<file path="src/rtl/pixbuf_pingpong_ctrl_pkg.sv">
// Shared JPEG encoder definitions: pixel block geometry and ping-pong buffer states.
package pixbuf_pingpong_ctrl_pkg;
  localparam int PIX_DATA_WIDTH = 8;
  localparam int PIX_DEPTH      = 64;
  localparam int BLK_CNT_W      = 16;

  typedef enum logic [1:0] {
    BUF_EMPTY = 2'd0,
    BUF_FILL  = 2'd1,
    BUF_FULL  = 2'd2
  } buf_state_e;
endpackage

</file>
<file path="src/rtl/pixbuf_pingpong_ctrl_if.sv">
// Pixel intake, buffer write port and block offer/ack signals of the ping-pong controller.
interface pixbuf_pingpong_ctrl_if
  import pixbuf_pingpong_ctrl_pkg::*;
#(
  parameter int DATA_WIDTH = PIX_DATA_WIDTH
);
  logic                  pix_valid;
  logic [DATA_WIDTH-1:0] pix_data;
  logic                  pix_ready;
  logic                  flush;
  logic                  wr_en_0;
  logic                  wr_en_1;
  logic [DATA_WIDTH-1:0] wr_data;
  logic                  blk_valid;
  logic                  blk_sel;
  logic                  blk_ack;
  logic [BLK_CNT_W-1:0]  blk_cnt;

  modport master (
    output pix_valid, pix_data, flush, blk_ack,
    input  pix_ready, wr_en_0, wr_en_1, wr_data, blk_valid, blk_sel, blk_cnt
  );

  modport slave (
    input  pix_valid, pix_data, flush, blk_ack,
    output pix_ready, wr_en_0, wr_en_1, wr_data, blk_valid, blk_sel, blk_cnt
  );
endinterface

</file>
<file path="src/rtl/pixbuf_pingpong_ctrl.sv">
// Ping-pong write/offer controller for two block buffers; each write lands the cycle after accept.
// pix_ready drops while the closing write is in flight, while padding, and while the target buffer is FULL.
module pixbuf_pingpong_ctrl
  import pixbuf_pingpong_ctrl_pkg::*;
#(
  parameter int                    DATA_WIDTH = PIX_DATA_WIDTH,
  parameter int                    DEPTH      = PIX_DEPTH,
  parameter logic [DATA_WIDTH-1:0] PAD_VALUE  = '0
) (
  input logic                   clock,
  input logic                   reset_n,
  pixbuf_pingpong_ctrl_if.slave bus
);
  localparam int              CNT_W = (DEPTH > 1) ? $clog2(DEPTH) : 1;
  localparam logic [CNT_W-1:0] LAST = CNT_W'(DEPTH - 1);

  buf_state_e            r_buf_st [2];
  logic                  r_wr_sel;
  logic                  r_rd_sel;
  logic                  r_pad;
  logic                  r_live;
  logic [CNT_W-1:0]      r_pix_cnt;
  logic                  r_wr_en_0;
  logic                  r_wr_en_1;
  logic [DATA_WIDTH-1:0] r_wr_data;
  logic [BLK_CNT_W-1:0]  r_blk_cnt;

  logic w_wr_busy;
  logic w_last_inflight;
  logic w_pix_ready;
  logic w_accept;
  logic w_pad_wr;
  logic w_start_pad;
  logic w_blk_valid;
  logic w_ack;

  // pix_cnt counts finished writes; the one in flight is the last when pix_cnt already sits at DEPTH-1
  assign w_wr_busy       = r_wr_en_0 | r_wr_en_1;
  assign w_last_inflight = w_wr_busy && (r_pix_cnt == LAST);
  assign w_pix_ready     = r_live && (r_buf_st[r_wr_sel] != BUF_FULL) && !r_pad && !w_last_inflight;
  assign w_accept        = bus.pix_valid && w_pix_ready;
  assign w_pad_wr        = r_pad && !w_last_inflight;
  assign w_start_pad     = bus.flush && !r_pad && (r_buf_st[r_wr_sel] == BUF_FILL) &&
                           (r_pix_cnt != '0) && !w_last_inflight;
  assign w_blk_valid     = (r_buf_st[r_rd_sel] == BUF_FULL);
  assign w_ack           = bus.blk_ack && w_blk_valid;

  always_ff @(posedge clock or negedge reset_n) begin
    if (!reset_n) begin
      r_buf_st[0] <= BUF_EMPTY;
      r_buf_st[1] <= BUF_EMPTY;
      r_wr_sel    <= 1'b0;
      r_rd_sel    <= 1'b0;
      r_pad       <= 1'b0;
      r_live      <= 1'b0;
      r_pix_cnt   <= '0;
      r_wr_en_0   <= 1'b0;
      r_wr_en_1   <= 1'b0;
      r_wr_data   <= '0;
      r_blk_cnt   <= '0;
    end else begin
      r_live    <= 1'b1;
      r_wr_en_0 <= (w_accept || w_pad_wr) && !r_wr_sel;
      r_wr_en_1 <= (w_accept || w_pad_wr) && r_wr_sel;
      if (w_accept) begin
        r_wr_data <= bus.pix_data;
      end else if (w_pad_wr) begin
        r_wr_data <= PAD_VALUE;
      end
      if (w_accept && (r_buf_st[r_wr_sel] == BUF_EMPTY)) begin
        r_buf_st[r_wr_sel] <= BUF_FILL;
      end
      if (w_start_pad) begin
        r_pad <= 1'b1;
      end
      // Completion and ack always target different buffers, so both may land on one edge
      if (w_wr_busy) begin
        if (w_last_inflight) begin
          r_pix_cnt          <= '0;
          r_wr_sel           <= ~r_wr_sel;
          r_buf_st[r_wr_sel] <= BUF_FULL;
          r_blk_cnt          <= r_blk_cnt + BLK_CNT_W'(1);
          r_pad              <= 1'b0;
        end else begin
          r_pix_cnt <= r_pix_cnt + CNT_W'(1);
        end
      end
      if (w_ack) begin
        r_buf_st[r_rd_sel] <= BUF_EMPTY;
        r_rd_sel           <= ~r_rd_sel;
      end
    end
  end

  assign bus.pix_ready = w_pix_ready;
  assign bus.wr_en_0   = r_wr_en_0;
  assign bus.wr_en_1   = r_wr_en_1;
  assign bus.wr_data   = r_wr_data;
  assign bus.blk_valid = w_blk_valid;
  assign bus.blk_sel   = r_rd_sel;
  assign bus.blk_cnt   = r_blk_cnt;
endmodule

</file>
<file path="src/flat_wrapper.sv">
// flat-port wrapper written by rule: the top's interface ports become plain ports
module pixbuf_pingpong_ctrl_flat import pixbuf_pingpong_ctrl_pkg::*;
#(
  parameter int                    DATA_WIDTH = PIX_DATA_WIDTH,
  parameter int                    DEPTH      = PIX_DEPTH,
  parameter logic [DATA_WIDTH-1:0] PAD_VALUE  = '0
)
  (clock, reset_n, bus_pix_valid, bus_pix_data, bus_flush, bus_blk_ack, bus_pix_ready, bus_wr_en_0, bus_wr_en_1, bus_wr_data, bus_blk_valid, bus_blk_sel, bus_blk_cnt);
  pixbuf_pingpong_ctrl_if #(.DATA_WIDTH(DATA_WIDTH)) bus_i ();
  input logic clock;
  input logic reset_n;
  input wire logic [$bits(bus_i.pix_valid)-1:0] bus_pix_valid;
  input wire logic [$bits(bus_i.pix_data)-1:0] bus_pix_data;
  input wire logic [$bits(bus_i.flush)-1:0] bus_flush;
  input wire logic [$bits(bus_i.blk_ack)-1:0] bus_blk_ack;
  output wire logic [$bits(bus_i.pix_ready)-1:0] bus_pix_ready;
  output wire logic [$bits(bus_i.wr_en_0)-1:0] bus_wr_en_0;
  output wire logic [$bits(bus_i.wr_en_1)-1:0] bus_wr_en_1;
  output wire logic [$bits(bus_i.wr_data)-1:0] bus_wr_data;
  output wire logic [$bits(bus_i.blk_valid)-1:0] bus_blk_valid;
  output wire logic [$bits(bus_i.blk_sel)-1:0] bus_blk_sel;
  output wire logic [$bits(bus_i.blk_cnt)-1:0] bus_blk_cnt;
  assign bus_i.pix_valid = bus_pix_valid;
  assign bus_i.pix_data = bus_pix_data;
  assign bus_i.flush = bus_flush;
  assign bus_i.blk_ack = bus_blk_ack;
  assign bus_pix_ready = bus_i.pix_ready;
  assign bus_wr_en_0 = bus_i.wr_en_0;
  assign bus_wr_en_1 = bus_i.wr_en_1;
  assign bus_wr_data = bus_i.wr_data;
  assign bus_blk_valid = bus_i.blk_valid;
  assign bus_blk_sel = bus_i.blk_sel;
  assign bus_blk_cnt = bus_i.blk_cnt;
  pixbuf_pingpong_ctrl #(.DATA_WIDTH(DATA_WIDTH), .DEPTH(DEPTH), .PAD_VALUE(PAD_VALUE)) u_core (.clock(clock), .reset_n(reset_n), .bus(bus_i));
endmodule
</file>
<file path="config.mk">
export PLATFORM = sky130hd
export DESIGN_NAME = pixbuf_pingpong_ctrl_flat
export DESIGN_NICKNAME = d
export VERILOG_FILES = /design/src/rtl/pixbuf_pingpong_ctrl_pkg.sv /design/src/rtl/pixbuf_pingpong_ctrl_if.sv /design/src/rtl/pixbuf_pingpong_ctrl.sv /design/src/flat_wrapper.sv
export SDC_FILE = /design/constraint.sdc
export NUM_CORES = 1
export LEC_CHECK = 0
export CAP_MARGIN = 0
export CORE_MARGIN = 2
export CORE_UTILIZATION = 33
export CTS_BUF_LIST = sky130_fd_sc_hd__clkbuf_4 sky130_fd_sc_hd__clkbuf_8
export CTS_CLUSTER_DIAMETER = 80
export DETAILED_ROUTE_END_ITERATION = 8
export SETUP_SLACK_MARGIN = 0.15
export SLEW_MARGIN = 20
export SYNTH_ARGS = -nofsm -noshare
export SYNTH_HDL_FRONTEND = slang
export SYNTH_SLANG_ARGS = --single-unit
</file>
<file path="constraint.sdc">
create_clock -name clock -period 1.8 [get_ports clock]
set_input_delay 0.27 -clock clock [delete_from_list [all_inputs] [get_ports clock]]
set_output_delay 0.27 -clock clock [all_outputs]
set_load 0.01 [all_outputs]
</file>
==> results.yml <==
status:
  status: "finished clean"
yosys:
  ys_types: 37
  synth_area_mm2: 0.00187
  syn_area_per_cell_um2: 10.7
  yosysSeqAreaShare: 0.537
  synth_area_leaders: "dfrtp_1 (54%), nand2_1 (5.2%), xnor2_1 (4.7%)"
  ys_ff_latch: 40
  synth-edff-count: 0
  synthCells: 175
  yosysTopAreaCell: "dfrtp_1"
  ys_warn_count: 0
  synth-main-ff-cell: "dfrtp_1"
  postSynth.asyncResetShare: 1.00
  synth.net_count: 191
  synth_top_area_share: 0.537
placed_design:
  place_hpwl_um: 2820
  pre_cts_slack_ns: -0.0249
  dp.cells: 302
  io_buffers: 41
  gp_congestion: 0.788
pwr:
  p_leak_nw: 1.21
  p_per_area_mw_per_mm2: 1030
  irDropWorstVdd_v: 0.000619
  total_power_mw: 2.73
global_route:
  grt_first_pass_wirelength_um: 6710
  grt_overflow: 0
  grt_max_degree: 41
  first_global_vias: 1399
  grt_usage: 0.135
  antenna_found_initial: 0
critical_path:
  critical_path_arrival_ns: 1.42
  path_buf_inv: 1
  cp.required_ns: 1.53
  crit_path_max_incr_delay_ns: 0.40
  crit_slowest_cell: "dfrtp_1"
  path_cells: "nor2b_4, a2111o_1, nor2_1, buf_2"
  cp.depth: 4
  start_kind: "register"
  path_delay_family: "flip-flops"
  path_class: "reg2out"
  cp_max_fo: 2
  ff2ff_path_depth: 5
  worstSetupEndpointType: "output port"
cells_and_area:
  num-nets-final: 255
  antenna_cells: 0
  syn2layout_area_growth_pct: 42.1
  stdcell_count: 312
  drive_gt1_frac: 0.179
  num-fill-cells: 546
timing:
  fin_crit_ns: 1.69
  finalSetupTns_ns: 0
  fin_skew_ns: 0.00565
  slew_violations: 0
  postLayoutSetupSlackWorst_ns: 0.106
  hold_ws_ns: 0.473
  period_share: 0.941
  rsz0062_at_grt: "yes"
  timing.fmax_mhz: 590
  hold_violations: 0
  setup_viol: 0
drt:
  wl_per_cell_um: 12.4
  routed_via_density: 4.67
  drtPass1Iterations: 4
  drt_iter0_markers: 85
  antenna_left: 0
  drc: 0
  drt_wl_total_um: 3880
  vias: 1458
cts:
  cts_buffer_depth: 2
  clk_latency_ns: 0.29
  cts_tree: "built"
  cts_buffers: 5
  cts-root-buf: "clkbuf_8"
  clk_pin_slew_ns: 0.08
  clock_sinks: 40
  htree_num_levels: 2
floorplanning:
  initial_core_util: 0.341
  rows: 27
  core_mm2: 0.00547
  ios: 42
  die_h_um: 79.2
  die_x_um: 79.2
  die_area_mm2: 0.00627
flow_run:
  max_cap_viol_count: 0
worst_hold_path:
  hold_path_class: "reg2reg"
  hold_path_depth: 1
## report_power, final
group / internal [mW] / switching (mW) / leakage [nW]
logic: 0.462 / 0.415 / 0.641
registers: 1.05 / 0.174 / 0.526
clock network: 0.327 / 0.305 / 0.0479
total: 1.84 / 0.895 / 1.21
## cells in the mapped netlist (all sizes together) (2+ instances only)
cell type	number
a21oi	4
or3	3
xnor2	10
nand2	26
ha	3
xor2	7
nand4	3
dfrtp	40
mux2i	8
inv	15
nor4	3
o21ai	11
a31oi	2
nor2	9
nand3	8
nor3b	2
nor3	2
nor2b	2
and3	4
a32oi	2
## layout make-up
class                           instances  area (um^2)  share of cell area
Multi-Input combinational cell        119          861               0.325
Clock buffer                            7         90.1              0.0340
Sequential cell                        40         1000               0.378
Inverter                               15         56.3              0.0212
Tap cell                               72         90.1              0.0340
Timing Repair Buffer                   58          543               0.205
Clock inverter                          1         7.51             0.00283
## layer usage
metal	up-vias	routed length (um)	GRT usage
met1	693	1850	0.186
met4	0	35	0.0310
met2	32	1810	0.217
li1	727	-	-
met3	6	181	0.0330
met5	-	0	0
## what timing repair did
action | in CTS | in global routing
hold buffers | 1 | 0
pin swaps | 1 | 4
endpoints found under the hold margin | 40 | 0
buffers inserted | 0 | 1
gates resized for setup | 12 | 10
cloned | 0 | 0
setup endpoints to repair | 6 | 19
## worst paths after layout
kind                                               startpoint                                  to  slack [ns]
min reg2reg                u_core.bus.blk_cnt[15]$_DFFE_PN0P_  u_core.bus.blk_cnt[15]$_DFFE_PN0P_        0.47
max                              u_core.r_buf_st[1]$_DFF_PN0_                       bus_pix_ready        0.11
min in group asynchronous                             reset_n              u_core.r_pad$_DFF_PN0_        0.49
max reg2reg                   u_core.r_pix_cnt[1]$_DFFE_PN0N_        u_core.r_buf_st[2]$_DFF_PN0_        0.22
max in group asynchronous                             reset_n   u_core.bus.blk_cnt[2]$_DFFE_PN0P_        1.10
min                        u_core.bus.blk_cnt[15]$_DFFE_PN0P_  u_core.bus.blk_cnt[15]$_DFFE_PN0P_        0.47
## cell usage in the layout, fill, tap and decap left out, types with 7 or more instances in the layout
cell | Yosys | routed
xor2_1 | 7 | 7
mux2i_1 | 8 | 8
xnor2_1 | 10 | 10
nand2_1 | 26 | 26
o21ai_0 | 7 | 7
dfrtp_1 | 40 | 39
inv_1 | 15 | 14
clkdlybuf4s50_1 | 0 | 36
buf_4 | 0 | 15
## worst reg2reg max path, delay by kind of cell, from the launching register on
kind,cells,cell delay [ns]
AO/OA/AOI/OAI,1,0.25
adder cells (fa/ha/maj),1,0.18
buffers and inverters,1,0.18
flip-flops,1,0.40
AND/OR/NAND/NOR,2,0.47
## flip-flops by register name, summed over array words and instances (netlist names), 4 cells and up
register            count
u_core.bus.blk_cnt     16
u_core.bus.wr_data      8
u_core.r_buf_st         4
u_core.r_pix_cnt        6
## cell families after synthesis
| group | count (synthesis) | synth area share |
|---|---|---|
| simple gates | 64 | 0.187 |
| flops | 40 | 0.537 |
| compound gates | 25 | 0.0932 |
| xor+xnor | 17 | 0.0798 |
| buf+inv | 16 | 0.0322 |
| mux | 9 | 0.0490 |
| fa+ha+maj | 3 | 0.0201 |
| other cells | 1 | 0.00201 |
## through the flow
| step | util | cell area [um^2] |
|---|---|---|
| 2_1_floorplan | - | 1870 |
| 3_3_place_gp | 0.454 | 2480 |
| 3_5_place_dp | 0.454 | 2480 |
| 4_1_cts | 0.475 | 2600 |
| 5_1_grt | 0.484 | 2650 |
| 6_report | 0.484 | 2650 |
Note: power is estimated with default switching activity, not from simulation.
